$ cat config.mk
export PLATFORM = sky130hd
export DESIGN_NAME = min_sec_counter_flat
export DESIGN_NICKNAME = d
export VERILOG_FILES = /design/src/rtl/min_sec_counter_if.sv /design/src/rtl/min_sec_counter.sv /design/src/flat_wrapper.sv
export SDC_FILE = /design/constraint.sdc
export NUM_CORES = 1
export LEC_CHECK = 0
export ABC_AREA = 1
export CORE_ASPECT_RATIO = 1.4
export CORE_MARGIN = 2
export CORE_UTILIZATION = 60
export DETAILED_ROUTE_END_ITERATION = 6
export DONT_BUFFER_PORTS = 1
export HOLD_SLACK_MARGIN = 0.02
export PLACE_DENSITY = 0.75
export SETUP_SLACK_MARGIN = 0.1
export SKIP_LAST_GASP = 1
export SLEW_MARGIN = 20
export SYNTH_ARGS = -nofsm -noshare
export SYNTH_HDL_FRONTEND = slang
export SYNTH_SLANG_ARGS = --single-unit
$ cat constraint.sdc
create_clock -name CP -period 3.8 [get_ports CP]
set_clock_uncertainty 0.2 [all_clocks]
set_input_delay 0.76 -clock CP [delete_from_list [all_inputs] [get_ports CP]]
set_output_delay 0.76 -clock CP [all_outputs]
set_load 0.02 [all_outputs]
$ cat src/rtl/min_sec_counter_if.sv
// min_sec_counter_if: control pulses in, BCD time digits, hour carry and set-mode out
interface min_sec_counter_if;
   logic       tick;
   logic       mode_p;
   logic       inc_p;
   logic [3:0] SecH;
   logic [3:0] SecL;
   logic [3:0] MinH;
   logic [3:0] MinL;
   logic       hour_en;
   logic [1:0] set_mode;
   modport master (output tick, mode_p, inc_p,
                   input SecH, SecL, MinH, MinL, hour_en, set_mode);
   modport slave  (input tick, mode_p, inc_p,
                   output SecH, SecL, MinH, MinL, hour_en, set_mode);
endinterface

$ cat src/rtl/min_sec_counter.sv
// min_sec_counter: cascaded BCD mod-60 seconds/minutes with time-set FSM and hour carry
module min_sec_counter #(
   parameter bit CLR_SEC_ON_SET = 1'b1,
   parameter bit HALT_IN_SET    = 1'b1
) (
   input logic              CP,
   input logic              nCR,
   min_sec_counter_if.slave bus
);
   typedef enum logic [1:0] {RUN = 2'b00, SET_HR = 2'b01, SET_MIN = 2'b10, SET_SEC = 2'b11} state_t;
   state_t     state, state_nx;
   logic [7:0] sec, min, sec_nx, min_nx;
   logic       inc, sec_max, min_max, sec_en, min_en, sec_clr;

   // BCD mod-60 increment; an out-of-range digit recovers the pair to 00
   function automatic logic [7:0] bcd_inc(input logic [7:0] v);
      bcd_inc = (v[7:4] > 4'd5 || v[3:0] > 4'd9 || v == 8'h59) ? 8'h00 :
                (v[3:0] == 4'd9) ? {v[7:4] + 4'd1, 4'h0} : v + 8'h01;
   endfunction

   // mode state and time registers
   always_ff @(posedge CP or negedge nCR) begin
      if (!nCR) begin
         state <= RUN;
         sec   <= 8'h00;
         min   <= 8'h00;
      end else begin
         state <= state_nx;
         sec   <= sec_nx;
         min   <= min_nx;
      end
   end

   // next mode, counter enables and the same-edge hour carry; a mode press masks inc_p
   always_comb begin
      inc         = bus.inc_p & ~bus.mode_p;
      sec_max     = sec == 8'h59;
      min_max     = min == 8'h59;
      state_nx    = bus.mode_p ? state_t'(state + 2'd1) : state;
      sec_clr     = CLR_SEC_ON_SET && state == SET_SEC && inc;
      sec_en      = (bus.tick && (state == RUN || !HALT_IN_SET)) || (state == SET_SEC && inc);
      min_en      = (state == RUN && bus.tick && sec_max) || (state == SET_MIN && inc);
      sec_nx      = sec_clr ? 8'h00 : sec_en ? bcd_inc(sec) : sec;
      min_nx      = min_en ? bcd_inc(min) : min;
      bus.hour_en = (state == RUN && bus.tick && min_max && sec_max) || (state == SET_HR && inc);
   end

   assign {bus.SecH, bus.SecL} = sec;
   assign {bus.MinH, bus.MinL} = min;
   assign bus.set_mode         = state;
endmodule

$ cat src/flat_wrapper.sv
// flat-port wrapper written by rule: the top's interface ports become plain ports
module min_sec_counter_flat 
#(
   parameter bit CLR_SEC_ON_SET = 1'b1,
   parameter bit HALT_IN_SET    = 1'b1
)
  (CP, nCR, bus_tick, bus_mode_p, bus_inc_p, bus_SecH, bus_SecL, bus_MinH, bus_MinL, bus_hour_en, bus_set_mode);
  min_sec_counter_if bus_i ();
  input logic CP;
  input logic nCR;
  input wire logic [$bits(bus_i.tick)-1:0] bus_tick;
  input wire logic [$bits(bus_i.mode_p)-1:0] bus_mode_p;
  input wire logic [$bits(bus_i.inc_p)-1:0] bus_inc_p;
  output wire logic [$bits(bus_i.SecH)-1:0] bus_SecH;
  output wire logic [$bits(bus_i.SecL)-1:0] bus_SecL;
  output wire logic [$bits(bus_i.MinH)-1:0] bus_MinH;
  output wire logic [$bits(bus_i.MinL)-1:0] bus_MinL;
  output wire logic [$bits(bus_i.hour_en)-1:0] bus_hour_en;
  output wire logic [$bits(bus_i.set_mode)-1:0] bus_set_mode;
  assign bus_i.tick = bus_tick;
  assign bus_i.mode_p = bus_mode_p;
  assign bus_i.inc_p = bus_inc_p;
  assign bus_SecH = bus_i.SecH;
  assign bus_SecL = bus_i.SecL;
  assign bus_MinH = bus_i.MinH;
  assign bus_MinL = bus_i.MinL;
  assign bus_hour_en = bus_i.hour_en;
  assign bus_set_mode = bus_i.set_mode;
  min_sec_counter #(.CLR_SEC_ON_SET(CLR_SEC_ON_SET), .HALT_IN_SET(HALT_IN_SET)) u_core (.CP(CP), .nCR(nCR), .bus(bus_i));
endmodule
* Yosys cells after proc, flatten, opt, wreduce, memory -nomap -nowiden
Index checks and enable logic that the tools add are counted.
** Word-level totals
- Register bits :: 18
- Input bits :: 5
- Output and inout port bits :: 19
- Word-level logic and storage cells :: 43
** Cells by class
- $add $sub $neg :: 5
- Magnitude comparators :: 4
- Equal/unequal tests :: 7
- Multiplexer cells :: 6
- Bitwise operators :: 2
- Reduce and logical (&&, ||, !) cells :: 16
** Operator list (number)
- 8-bit 2-to-1 mux :: 6
- 8-bit by 1-bit adder with 8-bit output, second input constant :: 2
- 8-bit by 7-bit equality test with 1-bit output, second input constant :: 2
- 4-bit by 1-bit adder with 4-bit output, second input constant :: 2
- 4-bit equality test, second input constant :: 2
- 4-bit by 3-bit greater-than comparator with 1-bit output, second input constant :: 2
- 4-bit greater-than comparator, second input constant :: 2
- 1-bit logical AND :: 7
- 1-bit logical OR :: 7
- 2-bit equality test, second input constant :: 2
- 2-bit by 1-bit adder with 2-bit output, second input constant :: 1
- 2-bit by 1-bit equality test with 1-bit output, second input constant :: 1
- 2-bit logical NOT :: 1
- 2-bit nonzero test :: 1
- 1-bit AND :: 1
- 1-bit inverter :: 1

* Depth between registers and ports, before layout
- Depth in word-level cells :: 6
- Mapped depth :: 11
- Mapped depth without buffers :: 10

* Worst setup path before layout
Ideal clock, no wire load.
- Kind :: reg-to-output
- Start point :: reg u_core.sec[5]
- End point :: out bus_hour_en
- Arrival time :: 1593 ps
- Required time :: 2840 ps
- Setup slack :: 1247 ps
- Stages on the path, launching flop included :: 7
- Path buffers :: 0
- Cell sequence :: dfrtp_1 -> inv_1 -> ha_1 -> inv_1 -> nor2_1 -> nand3_2 -> o31ai_1
** Between the ends
- Longest elaborated chain between the ends :: 3
** Ends and longest elaborated chain
- start: declaration :: line min_sec_counter.sv:12 : logic [7:0] sec, min, sec_nx, min_nx;
- start signal: assignment :: line min_sec_counter.sv:29 : sec <= sec_nx;
- 8-bit by 7-bit equality test with 1-bit output :: line min_sec_counter.sv:37 : sec_max = sec == 8'h59;
- 1-bit logical AND :: line min_sec_counter.sv:45 : bus.hour_en = (state == RUN && bus.tick && min_max && sec_max) || (state == SET_HR && inc);
- 1-bit logical OR :: line min_sec_counter.sv:45
- end: declaration :: line flat_wrapper.sv:18 : output wire logic [$bits(bus_i.hour_en)-1:0] bus_hour_en;
Every way passes these cells.

* Final worst setup path
Ends and elaborated chain as after synthesis.

==> run summary <==
result of the run: finished, final reports clean
launch instance of the worst register-to-register path: u_core.sec[5]
Worst Path Class, Setup: reg -> out
most common cell in the netlist: sky130_fd_sc_hd__nand2_1
sequential cell fraction of total power: 49.4%
first-pass GRT wire length: 4750 um
kind of cell with the highest combined delay on the critical path: compound AO/OA/AOI/OAI gates
worst setup timing slack at the placement stage: 1090 ps
worst setup path start: u_core.sec[5]
number of design rule violations left after detail routing: 0
number of global-route vias before repair: 1153
Critical Path End Type: output port
cell area after synthesis: 1290 um2
worst endpoint required time: 2840 ps
placeable core region: 2000 um2
worst vdd ir: 0.399 mV
total buffers and inverters traversed by the critical path: 2
Combinational Power Share: 37.7%
number of buffers inserted during clock tree synthesis: 3
remaining global-route overflow: 0
cell-internal power: 433 uW
number of standard-cell rows in the floorplan: 19
worst-path cell with the longest stage delay: sky130_fd_sc_hd__o31ai_1
final-stage net count: 203
commonest cells in the synthesized netlist: sky130_fd_sc_hd__nand2_1 (50), sky130_fd_sc_hd__inv_1 (31), sky130_fd_sc_hd__dfrtp_1 (18), sky130_fd_sc_hd__nand3_1 (18), sky130_fd_sc_hd__nor2_1 (12)
number of different library cells in the post-synthesis netlist: 23
number of nets still failing antenna checks after routing: 0
hold path startpoint: bus_mode_p
clock-pin slew reported for the worst setup and hold paths after clock tree synthesis: 100 ps
number of buffers on the longest clock path: 2
Post-Syn Nets: 198
overall routed net length: 2730 um
weighted congestion reported at the end of routability-driven placement: 0.868
worst-margin pin slew: 826 ps
overall power of the completed layout: 902 uW
number of cells on the worst reg-to-reg path: 10
total via count after detailed routing: 1141
number of maximum-capacitance constraint violations: 0
number of enable-type register cells in the synthesized netlist: 0
placed cell areas: 1300 um2
share of final-layout standard cells stronger than drive strength 1: 8.56%
clk sinks: 18
Final Cycle Share: 80.5%
Leakage: 0.720 nW
setup repair after global routing missed its margin: no
number of antenna violations at the first check in global routing: 0
Port Buf Inserts: 0
total non-filler cell area in the finished layout: 1350 um2
routed wire length per instance: 13.1 um
# Post-CTS Setup Buffers: 0
WHS Path Cells: 1
async set or reset register ratio after synthesis: 100%
Min Clock Period, post-route: 3060 ps
Worst Hold Endpoint: u_core.bus.set_mode[0]
violation count after the first detailed-route iteration: 29
crit-path max cell delay: 610 ps
Crit Reg-Reg Endpoint: u_core.sec[6]
CP Data Arrival Time: 2100 ps
CTS HTree Levels: 1
clock tree from TritonCTS: built
maximum number of pins on one net before global-route repair: 19
most repeated library cell on the critical path: sky130_fd_sc_hd__inv_1
Detail Placement HPWL: 2130 um
switching fraction of total power: 52.0%
peak fanout along the critical path: 5
latest clock arrival within the worst-skew pair: 300 ps
Net Sw Power: 469 uW
most area-consuming cells after synthesis: sky130_fd_sc_hd__dfrtp_1 (35%), sky130_fd_sc_hd__nand2_1 (15%), sky130_fd_sc_hd__ha_1 (9.7%)
buffer type at the clock tree root: sky130_fd_sc_hd__clkbuf_4
# IOs: 24
crit start category: register
post-synthesis to final-layout area growth: 4.77%
Yosys reg bits: 18
share of the yosys chip area belonging to registers: 35.0%
vertical die dimension: 58.8 um
least setup slack across all paths after layout: 743 ps
top cell type's share of synthesized area: 35.0%
register-to-register path setup slack: 1760 ps
mean post-synth cell area: 7.03 um2
areal power density over the cells: 670 nW/um2
initial core utilization: 64.4%
# diodes: 0
First-pass DRT Iterations: 4
die width: 43.1 um
total count of hold-check failures in the final report: 0
number of warnings issued by yosys: 0
FMAX: 0.327 GHz
post-cts repair resize count: 0
die area: 2540 um2
filler cell count in the final layout: 200
final setup vio count: 0
most area-hungry cell type in the Yosys netlist: sky130_fd_sc_hd__dfrtp_1
relative contribution of the clock network to total power: 13.0%
cell-by-cell listing of the critical path: inv_1 -> ha_1 -> inv_1 -> nor2_1 -> nand3_2 -> o31ai_1
most frequently used flop master after synthesis: sky130_fd_sc_hd__dfrtp_1
number of max-slew violations in the final report: 0
overall global routing resource usage: 25.0%
worst min path class: in -> reg
Max-slew headroom: 44.7%
via/cell ratio: 5.49
synthesized instance count: 183
final total negative setup slack: 0 ps
-- state kept, by name (all words and copies together) (netlist names) --
| name | count |
|---|---|
| u_core.bus.set_mode | 2 |
| u_core.min | 8 |
| u_core.sec | 8 |
-- layout by cell type (no fill, tap or decap), drive strengths merged, types with 4 or more instances in the layout --
cell type,count
nand4,4
a21oi,9
nand3,19
nand2,55
inv,31
nor2,16
clkbuf,4
ha,10
o21ai,13
dfrtp,18
-- through the flow --
stage / hold slack, ps / util [%] / cells
floorplan: 264 / - / 183
global placement: 265 / 65.2 / 203
detailed placement: 265 / 65.2 / 203
CTS: 338 / 67.5 / 208
global route: 330 / 67.5 / 208
finish: 336 / 67.5 / 208
-- worst max path at each step --
| stage | endpoint | slack, ps | cells past startpoint |
|---|---|---|---|
| detailed placement | bus_hour_en | 1090 | 6 |
| CTS | bus_hour_en | 750 | 6 |
| floorplan | bus_hour_en | 1250 | 6 |
| finish | bus_hour_en | 740 | 6 |
| global route | bus_hour_en | 640 | 6 |
| global placement | bus_hour_en | 1150 | 6 |
-- timing repair --
action                                 in CTS  in global routing
setup endpoints to repair                   0                  0
hold buffers                                1                  0
endpoints found under the hold margin      18                  0
-- layout make-up --
class / count / area (um2) / share of cell area, %
Inverter: 31 / 116 / 8.64
Sequential cell: 18 / 450 / 33.4
Multi-Input combinational cell: 133 / 708 / 52.6
Clock buffer: 4 / 36.3 / 2.69
Tap cell: 21 / 26.3 / 1.95
Timing Repair Buffer: 1 / 10.0 / 0.743
-- power groups by stage --
stage | sequential [mW] | clock, mW | combinational [mW]
floorplan | 0.423 | 0 | 0.271
global placement | 0.446 | 0 | 0.319
detailed placement | 0.450 | 0 | 0.335
CTS | 0.446 | 0.120 | 0.342
global route | 0.460 | 0.129 | 0.402
finish | 0.445 | 0.117 | 0.340
-- layer usage --
metal	vias to the layer above	GRT usage [%]	wire, um
li1	589	-	-
met1	529	26.2	1070
met2	19	46.5	1540
met3	4	4.91	86
met4	0	11.7	32
met5	-	0	0
-- logic make-up (layout without fill, tap and decap cells) --
logic type               after synthesis  count (layout)  share of synthesized area, %
AO/OA/AOI/OAI                         25              25                          10.6
XOR/XNOR                               1               1                         0.681
adder cells (fa/ha/maj)               10              10                          9.73
buffers and inverters                 32              36                          9.92
flip-flops                            18              18                          35.0
AND/OR/NAND/NOR                       97              97                          34.0
Note: power is estimated with default switching activity, not from simulation.
